$ cat src/rtl/pll_reset_sequencer.sv
// Lock-qualified reset sequencer: synchronises PLL LOCKED, holds reset for a fixed time after lock,
// then releases NUM_RST reset outputs one at a time; everything re-asserts on lock loss or soft reset.
//
// state      | meaning
// WAIT_LOCK  | all resets asserted, waiting for synchronised lock
// HOLD       | lock seen, counting down the hold time before the first release
// RELEASE    | releasing o_rst[0..NUM_RST-1] in order, STAGGER_CYCLES apart
// RUN        | all resets released, o_ready high until lock loss or soft reset

module pll_reset_sequencer #(
    parameter int SYNC_STAGES    = 2,
    parameter int HOLD_CYCLES    = 16,
    parameter int NUM_RST        = 2,
    parameter int STAGGER_CYCLES = 4,
    parameter int LOSS_CNT_W     = 8
) (
    input  logic                  i_clk,
    input  logic                  i_rst,
    input  logic                  i_locked,
    input  logic                  i_soft_rst,
    output logic [NUM_RST-1:0]    o_rst,
    output logic                  o_ready,
    output logic [LOSS_CNT_W-1:0] o_loss_cnt
);

    localparam int HOLD_W = (HOLD_CYCLES > 1) ? $clog2(HOLD_CYCLES) : 1;
    localparam int STG_W  = (STAGGER_CYCLES > 1) ? $clog2(STAGGER_CYCLES) : 1;
    localparam logic [HOLD_W-1:0] HOLD_LOAD = HOLD_W'(HOLD_CYCLES - 1);
    localparam logic [STG_W-1:0]  STG_LOAD  = STG_W'(STAGGER_CYCLES - 1);

    typedef enum logic [1:0] {
        ST_WAIT_LOCK,
        ST_HOLD,
        ST_RELEASE,
        ST_RUN
    } state_t;

    state_t state;

    (* ASYNC_REG = "TRUE" *) logic [SYNC_STAGES-1:0] sync_q;

    logic                  locked_s;
    logic [HOLD_W-1:0]     hold_cnt;
    logic [STG_W-1:0]      stg_cnt;
    logic [NUM_RST-1:0]    rst_q;
    logic [NUM_RST-1:0]    rst_next;
    logic                  ready_q;
    logic [LOSS_CNT_W-1:0] loss_q;

    assign locked_s = sync_q[SYNC_STAGES-1];

    // Shifting left in ones-from-the-top order releases o_rst[0] first and
    // guarantees a higher index is never low while a lower one is still high.
    assign rst_next = rst_q << 1;

    always_ff @(posedge i_clk) begin
        if (i_rst) begin
            sync_q <= '0;
        end else begin
            sync_q <= {sync_q[SYNC_STAGES-2:0], i_locked};
        end
    end

    always_ff @(posedge i_clk) begin
        if (i_rst) begin
            state    <= ST_WAIT_LOCK;
            hold_cnt <= '0;
            stg_cnt  <= '0;
            rst_q    <= '1;
            ready_q  <= 1'b0;
            loss_q   <= '0;
        end else begin
            unique case (state)
                ST_WAIT_LOCK: begin
                    rst_q   <= '1;
                    ready_q <= 1'b0;
                    if (locked_s) begin
                        state    <= ST_HOLD;
                        hold_cnt <= HOLD_LOAD;
                    end
                end

                ST_HOLD: begin
                    rst_q   <= '1;
                    ready_q <= 1'b0;
                    if (!locked_s) begin
                        state <= ST_WAIT_LOCK;
                    end else if (i_soft_rst) begin
                        hold_cnt <= HOLD_LOAD;
                    end else if (hold_cnt == '0) begin
                        state   <= ST_RELEASE;
                        stg_cnt <= '0;
                    end else begin
                        hold_cnt <= hold_cnt - HOLD_W'(1);
                    end
                end

                ST_RELEASE, ST_RUN: begin
                    // Lock loss outranks a simultaneous soft reset so the event is counted.
                    if (!locked_s) begin
                        state   <= ST_WAIT_LOCK;
                        rst_q   <= '1;
                        ready_q <= 1'b0;
                        if (loss_q != '1) begin
                            loss_q <= loss_q + LOSS_CNT_W'(1);
                        end
                    end else if (i_soft_rst) begin
                        state    <= ST_HOLD;
                        hold_cnt <= HOLD_LOAD;
                        rst_q    <= '1;
                        ready_q  <= 1'b0;
                    end else if (state == ST_RELEASE) begin
                        if (stg_cnt == '0) begin
                            rst_q <= rst_next;
                            if (rst_next == '0) begin
                                state   <= ST_RUN;
                                ready_q <= 1'b1;
                            end else begin
                                stg_cnt <= STG_LOAD;
                            end
                        end else begin
                            stg_cnt <= stg_cnt - STG_W'(1);
                        end
                    end
                end

                default: begin
                    state   <= ST_WAIT_LOCK;
                    rst_q   <= '1;
                    ready_q <= 1'b0;
                end
            endcase
        end
    end

    assign o_rst      = rst_q;
    assign o_ready    = ready_q;
    assign o_loss_cnt = loss_q;

endmodule

$ cat config.mk
export PLATFORM = sky130hd
export DESIGN_NAME = pll_reset_sequencer
export DESIGN_NICKNAME = d
export VERILOG_FILES = /design/src/rtl/pll_reset_sequencer.sv
export SDC_FILE = /design/constraint.sdc
export NUM_CORES = 1
export LEC_CHECK = 0
export BUFFER_PORTS_ARGS = -buffer_cell sky130_fd_sc_hd__buf_4
export CAP_MARGIN = 20
export CORE_MARGIN = 2
export CORE_UTILIZATION = 50
export CTS_CLUSTER_SIZE = 40
export DETAILED_ROUTE_END_ITERATION = 10
export GPL_TIMING_DRIVEN = 0
export MAX_ROUTING_LAYER = met4
export PLACE_DENSITY = 0.71
export SETUP_SLACK_MARGIN = 0.05
export SLEW_MARGIN = 10
export SYNTH_ARGS = -nofsm -noshare
export SYNTH_HDL_FRONTEND = slang
export SYNTH_SLANG_ARGS = --single-unit
$ cat constraint.sdc
create_clock -name i_clk -period 1.9 [get_ports i_clk]
set_input_delay 0.095 -clock i_clk [delete_from_list [all_inputs] [get_ports i_clk]]
set_output_delay 0.095 -clock i_clk [all_outputs]
set_load 0.02 [all_outputs]
# Word level (Yosys, flattened, before mapping)

Cells that the tools add are included.

Flip-flop bits (word level): 21
Input port bits: 4
Output and inout bits: 11
Word-level logic and storage cells: 80

Bitwise logic cells: 1
Equality and inequality tests: 19
Reduce and logical (&&, ||, !) cells: 13
Muxes and demuxes: 37
Add/sub/neg operators: 3

Operator list:

| cell                  | count |
|---|---|
| $mux W2               | 21 |
| $mux W4               | 6 |
| $ne A2 B2 Y1 const B  | 8 |
| $ne A3 B3 Y1 const B  | 4 |
| $ne A4 B4 Y1 const B  | 3 |
| $pmux W4 S3           | 1 |
| $add A8 B1 Y8 const B | 1 |
| $ne A8 B8 Y1 const B  | 1 |
| $pmux W2 S2           | 2 |
| $reduce_and A8 Y1     | 1 |
| $logic_not A2 Y1      | 3 |
| $pmux W2 S3           | 1 |
| $reduce_and A3 Y1     | 2 |
| $reduce_and A6 Y1     | 1 |
| $mux W1               | 5 |
| $reduce_and A5 Y1     | 1 |
| $eq A2 B2 Y1 const B  | 2 |
| $logic_not A4 Y1      | 1 |
| $reduce_or A2 Y1      | 2 |
| $sub A4 B1 Y4 const B | 1 |
| $eq A2 B1 Y1 const B  | 1 |
| $pmux W1 S2           | 1 |
| $reduce_and A2 Y1     | 1 |
| $reduce_bool A2 Y1    | 1 |
| 2 further kinds       | 2 |

# Longest topological paths before layout

Gate-level depths: netlist (run 1).

Word-level depth: 7
Depth in mapped cells: 6
Depth with buffers taken out: 6

# Worst setup path after synthesis (run 1)

No wires, ideal clock.

Path type: register to register
Start point: register hold_cnt[0]
End point: register hold_cnt[3]
Cell stages (with the launch flop): 7
Data arrival time: 1.492 ns
Library setup time: 0.134 ns
Setup slack: 0.274 ns
Period minus slack after synthesis: 1.626 ns
Cells stage by stage: dfxtp_1 > inv_1 > ha_1 > nor3b_4 > or4b_4 > nor3_1 > nor4_1

Cells in the longest elaborated chain, start to end: 5

RTL lines:

| element                  | RTL line | text |
|---|---|---|
| start: declaration       | 43       | `logic [HOLD_W-1:0] hold_cnt;` |
| start signal: assignment | 94       | `hold_cnt <= hold_cnt - HOLD_W'(1);` |
| $sub A4 B1 Y4            | 94       |  |
| $mux W4                  | 90       | `end else if (hold_cnt == '0) begin` |
| $mux W4                  | 88       | `end else if (i_soft_rst) begin` |
| $mux W4                  | 86       | `if (!locked_s) begin` |
| $pmux W4 S3              | 73       | `unique case (state)` |

Parallel ways exist; a longest one is shown, timed or not. The select of a mux whose other input is x is not followed.
A chain may end at the register's enable or synchronous reset.

# Worst setup path after layout (run 1)

Same ends and word-level chain as after synthesis.

==> metrics.txt, run 1 <==
number of placement rows 16; result of the run finished, final reports clean; Final Total Pwr just over 0.7 mW; drt drc 0; min Tclk post-route 1.73 ns; ANT cells 0; number of CTS-inserted buffers 3; fill cell count 181; global-route wire length before repair 3.11 mm; count of final hold-check violations 0; final instance count without filler cells 155; biggest area contributors in the synthesized netlist dfxtp_1, nor2_1, ha_1, a21oi_1, mux2i_1; post-synthesis sequential element count 21; number of max-capacitance violations reported 0; largest net degree at the start of global routing 12; CP endpoint kind register; total length of routed wires 1.88 mm; total nets after synthesis 116; worst-case clock buffer depth 2; Yosys top cell by area dfxtp_1; vias per cell between 5 and 6; vias in the first global route 714; Cells after DPL 150; TritonCTS clock tree yes; peak ir drop on the vdd network 0.469 mV; vias after detailed routing 840; global router's overall resource usage 17.7%; share of the core filled with cells 60.9%; top-count cell post-synth dfxtp_1; number of antenna violations at the first check in global routing 0; setup clock skew after layout approximately 0.0085 ns; clock transition at the registers of the reported paths 0.12 ns; average detailed-routed wire length per instance 12.1 um; Placed Instance Area about 1100 um^2; setup violation total in the final timing report 0; number of enable-type register cells in the synthesized netlist 0; number of antenna-violating nets in the routed design 0; pwr/cell area 621 nW/um^2; Most used DFF post-synth dfxtp_1; critical path data required time ~2.1 ns; standby leakage power 0.459 nW; Initial Util 51.4%; setup TNS after final layout 0 ns; Port-buffer cells 14; count of clock tree sinks 21; floorplan die width 48.5 um; Max Fclk ~580 MHz; Post-CTS Repair Setup Buffers 0; Worst Setup Start Kind register; cell area after synthesis 988 um^2; clock insertion delay at the later pin of the skew report 0.31 ns; area of the core region 1920 um^2; number of top-level pins 15; GR Overflow Total 0; share of post-route cells with drive strength above 1 17.2%; top post-synthesis cells by count dfxtp_1, nor2_1, inv_1; synthesized instance count between 100 and 150; post-synthesis area per instance 9.07 um^2; headroom to the max-slew limit a little over two thirds; worst hold slack after final layout 0.0586 ns; Min-Delay Path Class in2reg; Setup WS pre-CTS 0.148 ns; sequential fraction of the synthesis area a little over two fifths; RSZ-0062 raised after global routing false; count of warnings emitted by yosys 0; DP HPWL 1.36 mm; number of nets in the finished design 136; pin slew with the least headroom to its limit between 0.4 and 0.5 ns; Non-Filler Cell Area, Final 1170 um^2; worst endpoint data arrival time 1.93 ns; count of pins over their slew limit 0; Layout Area Growth over Synthesis 18.4%; number of different library cells in the post-synthesis netlist 37; Worst Setup Slack, final 0.167 ns; H-tree Lvls 1; Post-synth ARST share 0%; clock root buffer clkbuf_4; area share of the largest cell type after synthesis 42.5%; worst-path maximum fanout 5; die footprint 2350 um^2; critical path class reg2reg; ratio of final minimum period to clock period 91.2%; initial DRC count 15; height of the die 48.5 um; detailed-routing iteration count for the pre-antenna-repair pass 4; final estimated routing congestion in global placement about 0.85
[cell families after synthesis]
group / share of synthesized area [%]
AO/OA/AOI/OAI: 13.4
AND/OR/NAND/NOR: 30.8
adder cells (fa/ha/maj): 3.80
XOR/XNOR: 2.66
buffers and inverters: 3.80
multiplexers: 3.04
flip-flops: 42.5
[worst paths after layout]
| path | start | to | slack (ns) | depth (start not counted) |
|---|---|---|---|---|
| worst min-delay path | i_rst | stg_cnt[0]$_SDFFE_PP0P_ | 0.06 | 3 |
| worst min register to register | sync_q[0]$_SDFF_PP0_ | sync_q[1]$_SDFF_PP0_ | 0.45 | 1 |
| worst max register to register | hold_cnt[0]$_SDFFE_PP0P_ | hold_cnt[3]$_SDFFE_PP0P_ | 0.17 | 6 |
| worst max-delay path | hold_cnt[0]$_SDFFE_PP0P_ | hold_cnt[3]$_SDFFE_PP0P_ | 0.17 | 6 |
[sequential cells by signal, indices dropped and copies added, names as in the netlist]
| signal | count |
|---|---|
| state | 2 |
| o_rst | 2 |
| hold_cnt | 4 |
| sync_q | 2 |
| stg_cnt | 2 |
| o_ready | 1 |
| o_loss_cnt | 8 |
[cells in the final DEF (no fill, tap or decap), drive strengths merged, types with 2 or more instances in the layout]
cell,synthesis,layout
ha,3,3
dfxtp,21,21
o21ai,3,3
buf,0,14
a21oi,6,6
nor3,6,6
a211oi,2,2
nand3b,2,2
nor2b,4,4
nand3,2,2
mux2i,3,3
and3,3,3
and2,2,2
inv,8,8
nand2b,4,4
nand4,4,4
nor2,12,12
nor3b,2,2
nand2,3,3
clkbuf,2,6
xor2,3,3
[area by class of cell]
| cell class | count | area (um^2) | share of cell area (%) |
|---|---|---|---|
| well taps | 27 | 33.8 | 2.89 |
| multi-input cells | 78 | 537 | 45.9 |
| flip-flops and latches | 21 | 420 | 35.9 |
| plain buffers | 2 | 7.51 | 0.642 |
| repair buffers | 15 | 115 | 9.84 |
| clock buffers | 4 | 26.3 | 2.25 |
| inverters | 8 | 30.0 | 2.57 |
[where the power goes]
part	total, mW	internal [mW]	switching (mW)
logic	0.0509	0.0245	0.0263
clock network	0.220	0.0821	0.138
registers	0.455	0.447	0.00782
total	0.726	0.554	0.172
[critical path: stages (launching register included)]
cell     delay [ns]
dfxtp_1        0.39
inv_1          0.06
ha_1           0.23
nor3b_4        0.18
or4b_4         0.52
nor3_1         0.18
nor4_1         0.06
[layer usage]
layer | part of all wire (%) | wire [um] | GRT usage [%]
met1 | 50 | 940 | 23.2
met2 | 45 | 842 | 25.5
met3 | 2.3 | 43 | 2.78
met4 | 2.9 | 54 | 11.4
met5 | 0 | 0 | -
[timing repair]
item	in CTS	in global routing
hold buffers	1	0
endpoints found under the hold margin	1	0
endpoints found under the setup margin	0	1
resized for setup	0	1
No activity file was read; power rests on OpenSTA's default activity.
==> inputs of run 2 (changes only) <==
==> constraint.sdc (replaced) <==
create_clock -name i_clk -period 1.9 [get_ports i_clk]
set_input_delay 0.38 -clock i_clk [delete_from_list [all_inputs] [get_ports i_clk]]
set_output_delay 0.38 -clock i_clk [all_outputs]
set_load 0.02 [all_outputs]
==> run 2 against run 1 <==
Total power decreased by 0.22%. First-iteration DRC count unchanged. Design area shrank 0.86%. Clock-buffer cell count unchanged. Non-clock buffer count is 1 lower. Combinational power is 3% lower. Maximum frequency stayed put. Hold slack improved by 0.22 ns. Critical path type unchanged.
==> metrics.txt, run 2 (synthesized netlist as in run 1, its figures left out) <==
result of the run finished, final reports clean; critical path data required time roughly 2.1 ns; count of pins over their slew limit 0; total length of routed wires 1.87 mm; floorplan die width between 40 and 50 um; leading cell type in the layout, fill and taps excluded dfxtp_1; H-tree Lvls 1; Layout Area Growth over Synthesis 17.3%; cell with the largest stage delay on the worst path or4b_4; count of clock tree sinks 21; peak ir drop on the vdd network 0.469 mV; worst endpoint data arrival time 1.93 ns; DP HPWL 1.36 mm; critical path class reg2reg; setup clock skew after layout ~0.0085 ns; number of top-level pins 15; headroom to the max-slew limit 69.8%; min Tclk post-route around 1.7 ns; vias per cell 5.43; number of max-capacitance violations reported 0; ordered list of cells on the worst path inv_1 > ha_1 > nor3b_4 > or4b_4 > nor3_1 > nor4_1; ratio of final minimum period to clock period 91.2%; crit-path max cell delay about 0.52 ns; count of final hold-check violations 0; ANT cells 0; pin slew with the least headroom to its limit 0.452 ns; final estimated routing congestion in global placement 0.853; standby leakage power between 0.4 and 0.5 nW; clock transition at the registers of the reported paths about 0.12 ns; height of the die 48.5 um; setup violation total in the final timing report 0; commonest cells after routing, fill and taps aside dfxtp_1, buf_4, nor2_1; max reg flops 8; global-route wire length before repair 3.08 mm; worst-case clock buffer depth 2; average detailed-routed wire length per instance between 10 and 15 um; number of antenna-violating nets in the routed design 0; Initial Util 51.4%; detailed-routing iteration count for the pre-antenna-repair pass 4; pwr/cell area 625 nW/um^2; number of antenna violations at the first check in global routing 0; RSZ-0062 raised after global routing false; Post-CTS Repair Setup Buffers 0; Port-buffer cells 14; vias in the first global route between 700 and 800; initial DRC count 15; TritonCTS clock tree yes; clock root buffer clkbuf_4; Max Fclk 577 MHz; number of CTS-inserted buffers 3; largest net degree at the start of global routing 12; number of hold buffers added after cts 0; Min-Delay Path Class in2reg; Worst Setup Start Kind register; Setup WS pre-CTS between 0.1 and 0.15 ns; GR Overflow Total 0; drt drc 0; worst-path maximum fanout 5; clock insertion delay at the later pin of the skew report 0.31 ns; share of post-route cells with drive strength above 1 approximately 17%; area of the core region around 1900 um^2; Worst Setup Slack, final 0.167 ns; setup TNS after final layout 0 ns; number of placement rows 16; post-cts sizing count 0; vias after detailed routing about 840; global router's overall resource usage around 18%; CP endpoint kind register; number of nets in the finished design 135; die footprint 2350 um^2
-- run 2: cell type report --
class	instances	area, um^2
plain buffers	2	7.51
clock buffers	4	26.3
fillers	182	762
inverters	8	30.0
multi-input cells	78	537
flip-flops and latches	21	420
well taps	27	33.8
repair buffers	14	105
-- run 2: power by group --
part / total [mW] / switching, mW / leakage (nW) / internal (mW)
logic: 0.0492 / 0.0260 / 0.270 / 0.0232
clock network: 0.220 / 0.138 / 0.0150 / 0.0821
registers: 0.455 / 0.00782 / 0.170 / 0.447
total: 0.725 / 0.172 / 0.455 / 0.553
-- run 2: metrics by stage --
stage / util [%] / hold slack, ns / cell area [um^2] / std cells / total power [mW]
2_1_floorplan: - / 0.414 / 988 / 109 / 0.499
3_3_place_gp: 58.7 / 0.420 / 1130 / 150 / 0.512
3_5_place_dp: 58.7 / 0.425 / 1130 / 150 / 0.514
4_1_cts: 60.0 / 0.265 / 1150 / 154 / 0.737
5_1_grt: 60.4 / 0.278 / 1160 / 154 / 0.759
6_report: 60.4 / 0.281 / 1160 / 154 / 0.725
-- run 2: metal layers --
| layer | track usage, % | share of wire (%) | vias to the layer above |
|---|---|---|---|
| li1 | - | - | 430 |
| met1 | 23.2 | 50 | 390 |
| met2 | 25.0 | 45 | 11 |
| met3 | 2.78 | 2.3 | 5 |
| met4 | 11.4 | 2.9 | 0 |
| met5 | - | 0 | - |
-- run 2: final timing paths --
| kind | from | endpoint | slack, ns | cells past startpoint |
|---|---|---|---|---|
| setup / recovery | hold_cnt[0]$_SDFFE_PP0P_ | hold_cnt[3]$_SDFFE_PP0P_ | 0.17 | 6 |
| hold / removal | i_locked | sync_q[0]$_SDFF_PP0_ | 0.28 | 2 |
| hold reg to reg | sync_q[0]$_SDFF_PP0_ | sync_q[1]$_SDFF_PP0_ | 0.45 | 1 |
| setup reg to reg | hold_cnt[0]$_SDFFE_PP0P_ | hold_cnt[3]$_SDFFE_PP0P_ | 0.17 | 6 |
-- run 2: critical path, delay by kind of cell (launching register included) --
| family | cells | cell delay [ns] |
|---|---|---|
| adder cells (fa/ha/maj) | 1 | 0.23 |
| buffers and inverters | 1 | 0.06 |
| flip-flops | 1 | 0.39 |
| AND/OR/NAND/NOR | 4 | 0.94 |
==> inputs of run 3 (changes only) <==
--- a/config.mk
+++ b/config.mk
@@ -8,12 +8,13 @@
 export BUFFER_PORTS_ARGS = -buffer_cell sky130_fd_sc_hd__buf_4
 export CAP_MARGIN = 20
 export CORE_MARGIN = 2
-export CORE_UTILIZATION = 50
+export CORE_UTILIZATION = 54
 export CTS_CLUSTER_SIZE = 40
 export DETAILED_ROUTE_END_ITERATION = 10
 export GPL_TIMING_DRIVEN = 0
 export MAX_ROUTING_LAYER = met4
-export PLACE_DENSITY = 0.71
+export PLACE_DENSITY = 0.76
+export REMOVE_ABC_BUFFERS = 1
 export SETUP_SLACK_MARGIN = 0.05
 export SLEW_MARGIN = 10
 export SYNTH_ARGS = -nofsm -noshare
==> run 3 against run 2 <==
Wire length down 5.8%. Sequential share of layout area increased by 0.32 points. Largest power group unchanged. Clock-buffer cell count stayed put. Hold slack about the same. Critical path depth unchanged. First-iteration DRC count is 6.7% higher. Non-clock buffer count fell by 2. Die area down 6.8%. Setup slack got worse by 0.017 ns. Total power decreased by 1.3%. Sequential power about the same. Cell count shrank 2.6%.
==> metrics.txt, run 3 (synthesized netlist as in run 1, its figures left out) <==
result of the run finished, final reports clean; count of pins over their slew limit 0; headroom to the max-slew limit 74.2%; register cell area after layout ~420 um^2; worst hold slack after final layout between 0.2 and 0.3 ns; global router's overall resource usage 18.7%; critical path data required time 2.10 ns; setup TNS after final layout 0 ns; CP endpoint kind register; pin slew with the least headroom to its limit approximately 0.39 ns; number of top-level pins 15; clock root buffer clkbuf_4; share of total power consumed by net switching 22.9%; max reg flops 8; floorplan die width 46.8 um; area of the core region 1730 um^2; final instance count without filler cells 150; largest net degree at the start of global routing 22; worst-case clock buffer depth 2; drt drc 0; Worst Setup Start Kind register; wire length on met3 58 um; TritonCTS clock tree yes; number of placement rows 15; clock transition at the registers of the reported paths 0.11 ns; Int Pwr 0.552 mW; critical path class reg2reg; standby leakage power between 0.4 and 0.5 nW; vias per cell 5.50; Min-Delay Path Class in2reg; setup violation total in the final timing report 0; commonest cells after routing, fill and taps aside dfxtp_1, buf_4, nor2_1; GR Overflow Total 0; ratio of final minimum period to clock period a little over 90%; Port-buffer cells 14; min Tclk post-route 1.75 ns; pwr/cell area 622 nW/um^2; Layout Area Growth over Synthesis 16.3%; number of antenna violations at the first check in global routing 0; share of post-route cells with drive strength above 1 17.6%; global-route wire length before repair 2.84 mm; timing startpoint of the critical path hold_cnt[0]$_SDFFE_PP0P_; number of CTS-inserted buffers 3; H-tree Lvls 1; die footprint 2190 um^2; worst-path maximum fanout 5; clock group share of total power 29.7%; peak ir drop on the vdd network roughly 0.55 mV; count of final hold-check violations 0; worst reg2reg startpoint hold_cnt[0]$_SDFFE_PP0P_; count of clock tree sinks 21; total net switching power 0.164 mW; initial DRC count 16; Max Fclk 571 MHz; number of nets in the finished design 133; Cells after DPL 146; vias in the first global route 682; vias after detailed routing 825; detailed-routing iteration count for the pre-antenna-repair pass 4; final estimated routing congestion in global placement 0.769; RSZ-0062 raised after global routing false; number of antenna-violating nets in the routed design 0; launch instance of the worst min-delay path i_locked; worst endpoint data arrival time 1.95 ns; Initial Util 57.2%; relative contribution of combinational cells to total power 6.7%; number of max-capacitance violations reported 0; multi-input gate area in the final layout 537 um^2; ANT cells 0; length of routed wiring on met1 870 um; height of the die around 47 um; clock insertion delay at the later pin of the skew report 0.30 ns; leading cell type in the layout, fill and taps excluded dfxtp_1; routed length on met2 around 810 um; DP HPWL 1.30 mm; setup clock skew after layout ~0.0022 ns; fill cell count approximately 160; top routing layer in use met4; total length of routed wires 1.77 mm; sequential power share 63.6%; average detailed-routed wire length per instance 11.8 um
==> run 3: cell types whose count changed in the layout (fill, tap and decap cells not counted) <==
cell and change:
clkbuf_1 -2
==> run 3: critical path: stages, from the launching register on <==
cell and delay, ns:
dfxtp_1 0.38, inv_1 0.06, ha_1 0.23, nor3b_4 0.19, or4b_4 0.53, nor3_1 0.19, nor4_1 0.07
==> run 3: layer usage <==
metal / vias to the layer above / track usage (%)
met5: - / -
met4: 0 / 8.33
met3: 4 / 3.46
met2: 14 / 27.4
met1: 382 / 25.1
li1: 425 / -
==> run 3: cell type report <==
class                           instances  share of cell area (%)
Inverter                                8                    2.61
Clock buffer                            4                    2.29
Sequential cell                        21                    36.6
Multi-Input combinational cell         78                    46.7
Timing Repair Buffer                   14                    9.14
Tap cell                               25                    2.72
==> run 3: final timing paths <==
kind,to,slack (ns),cells past startpoint
min,sync_q[0]$_SDFF_PP0_,0.28,2
min reg2reg,sync_q[1]$_SDFF_PP0_,0.45,1
max reg2reg,hold_cnt[3]$_SDFFE_PP0P_,0.15,6
max,hold_cnt[3]$_SDFFE_PP0P_,0.15,6
==> run 3: metrics by stage <==
| step | utilization [%] | area, um^2 | setup WS, ns | power [mW] |
|---|---|---|---|---|
| floorplan | - | 981 | 0.288 | 0.494 |
| global placement | 64.7 | 1120 | 0.197 | 0.510 |
| detailed placement | 64.7 | 1120 | 0.151 | 0.512 |
| CTS | 66.2 | 1140 | 0.124 | 0.721 |
| global route | 66.6 | 1150 | 0.0805 | 0.745 |
| finish | 66.6 | 1150 | 0.149 | 0.716 |
==> run 3: repair_timing <==
item                       in CTS  in global routing
hold buffers                    0                  0
setup endpoints to repair       0                  1
setup buffers                   0                  0
gates resized for setup         0                  1
==> run 3: power groups by stage <==
stage                     Combinational (mW)  Clock (mW)  Sequential, mW
after global placement                0.0453           0           0.465
after detailed placement              0.0465           0           0.465
after global routing                  0.0531       0.236           0.457
final                                 0.0479       0.213           0.455
after CTS                             0.0467       0.219           0.455
after floorplan                       0.0301           0           0.464
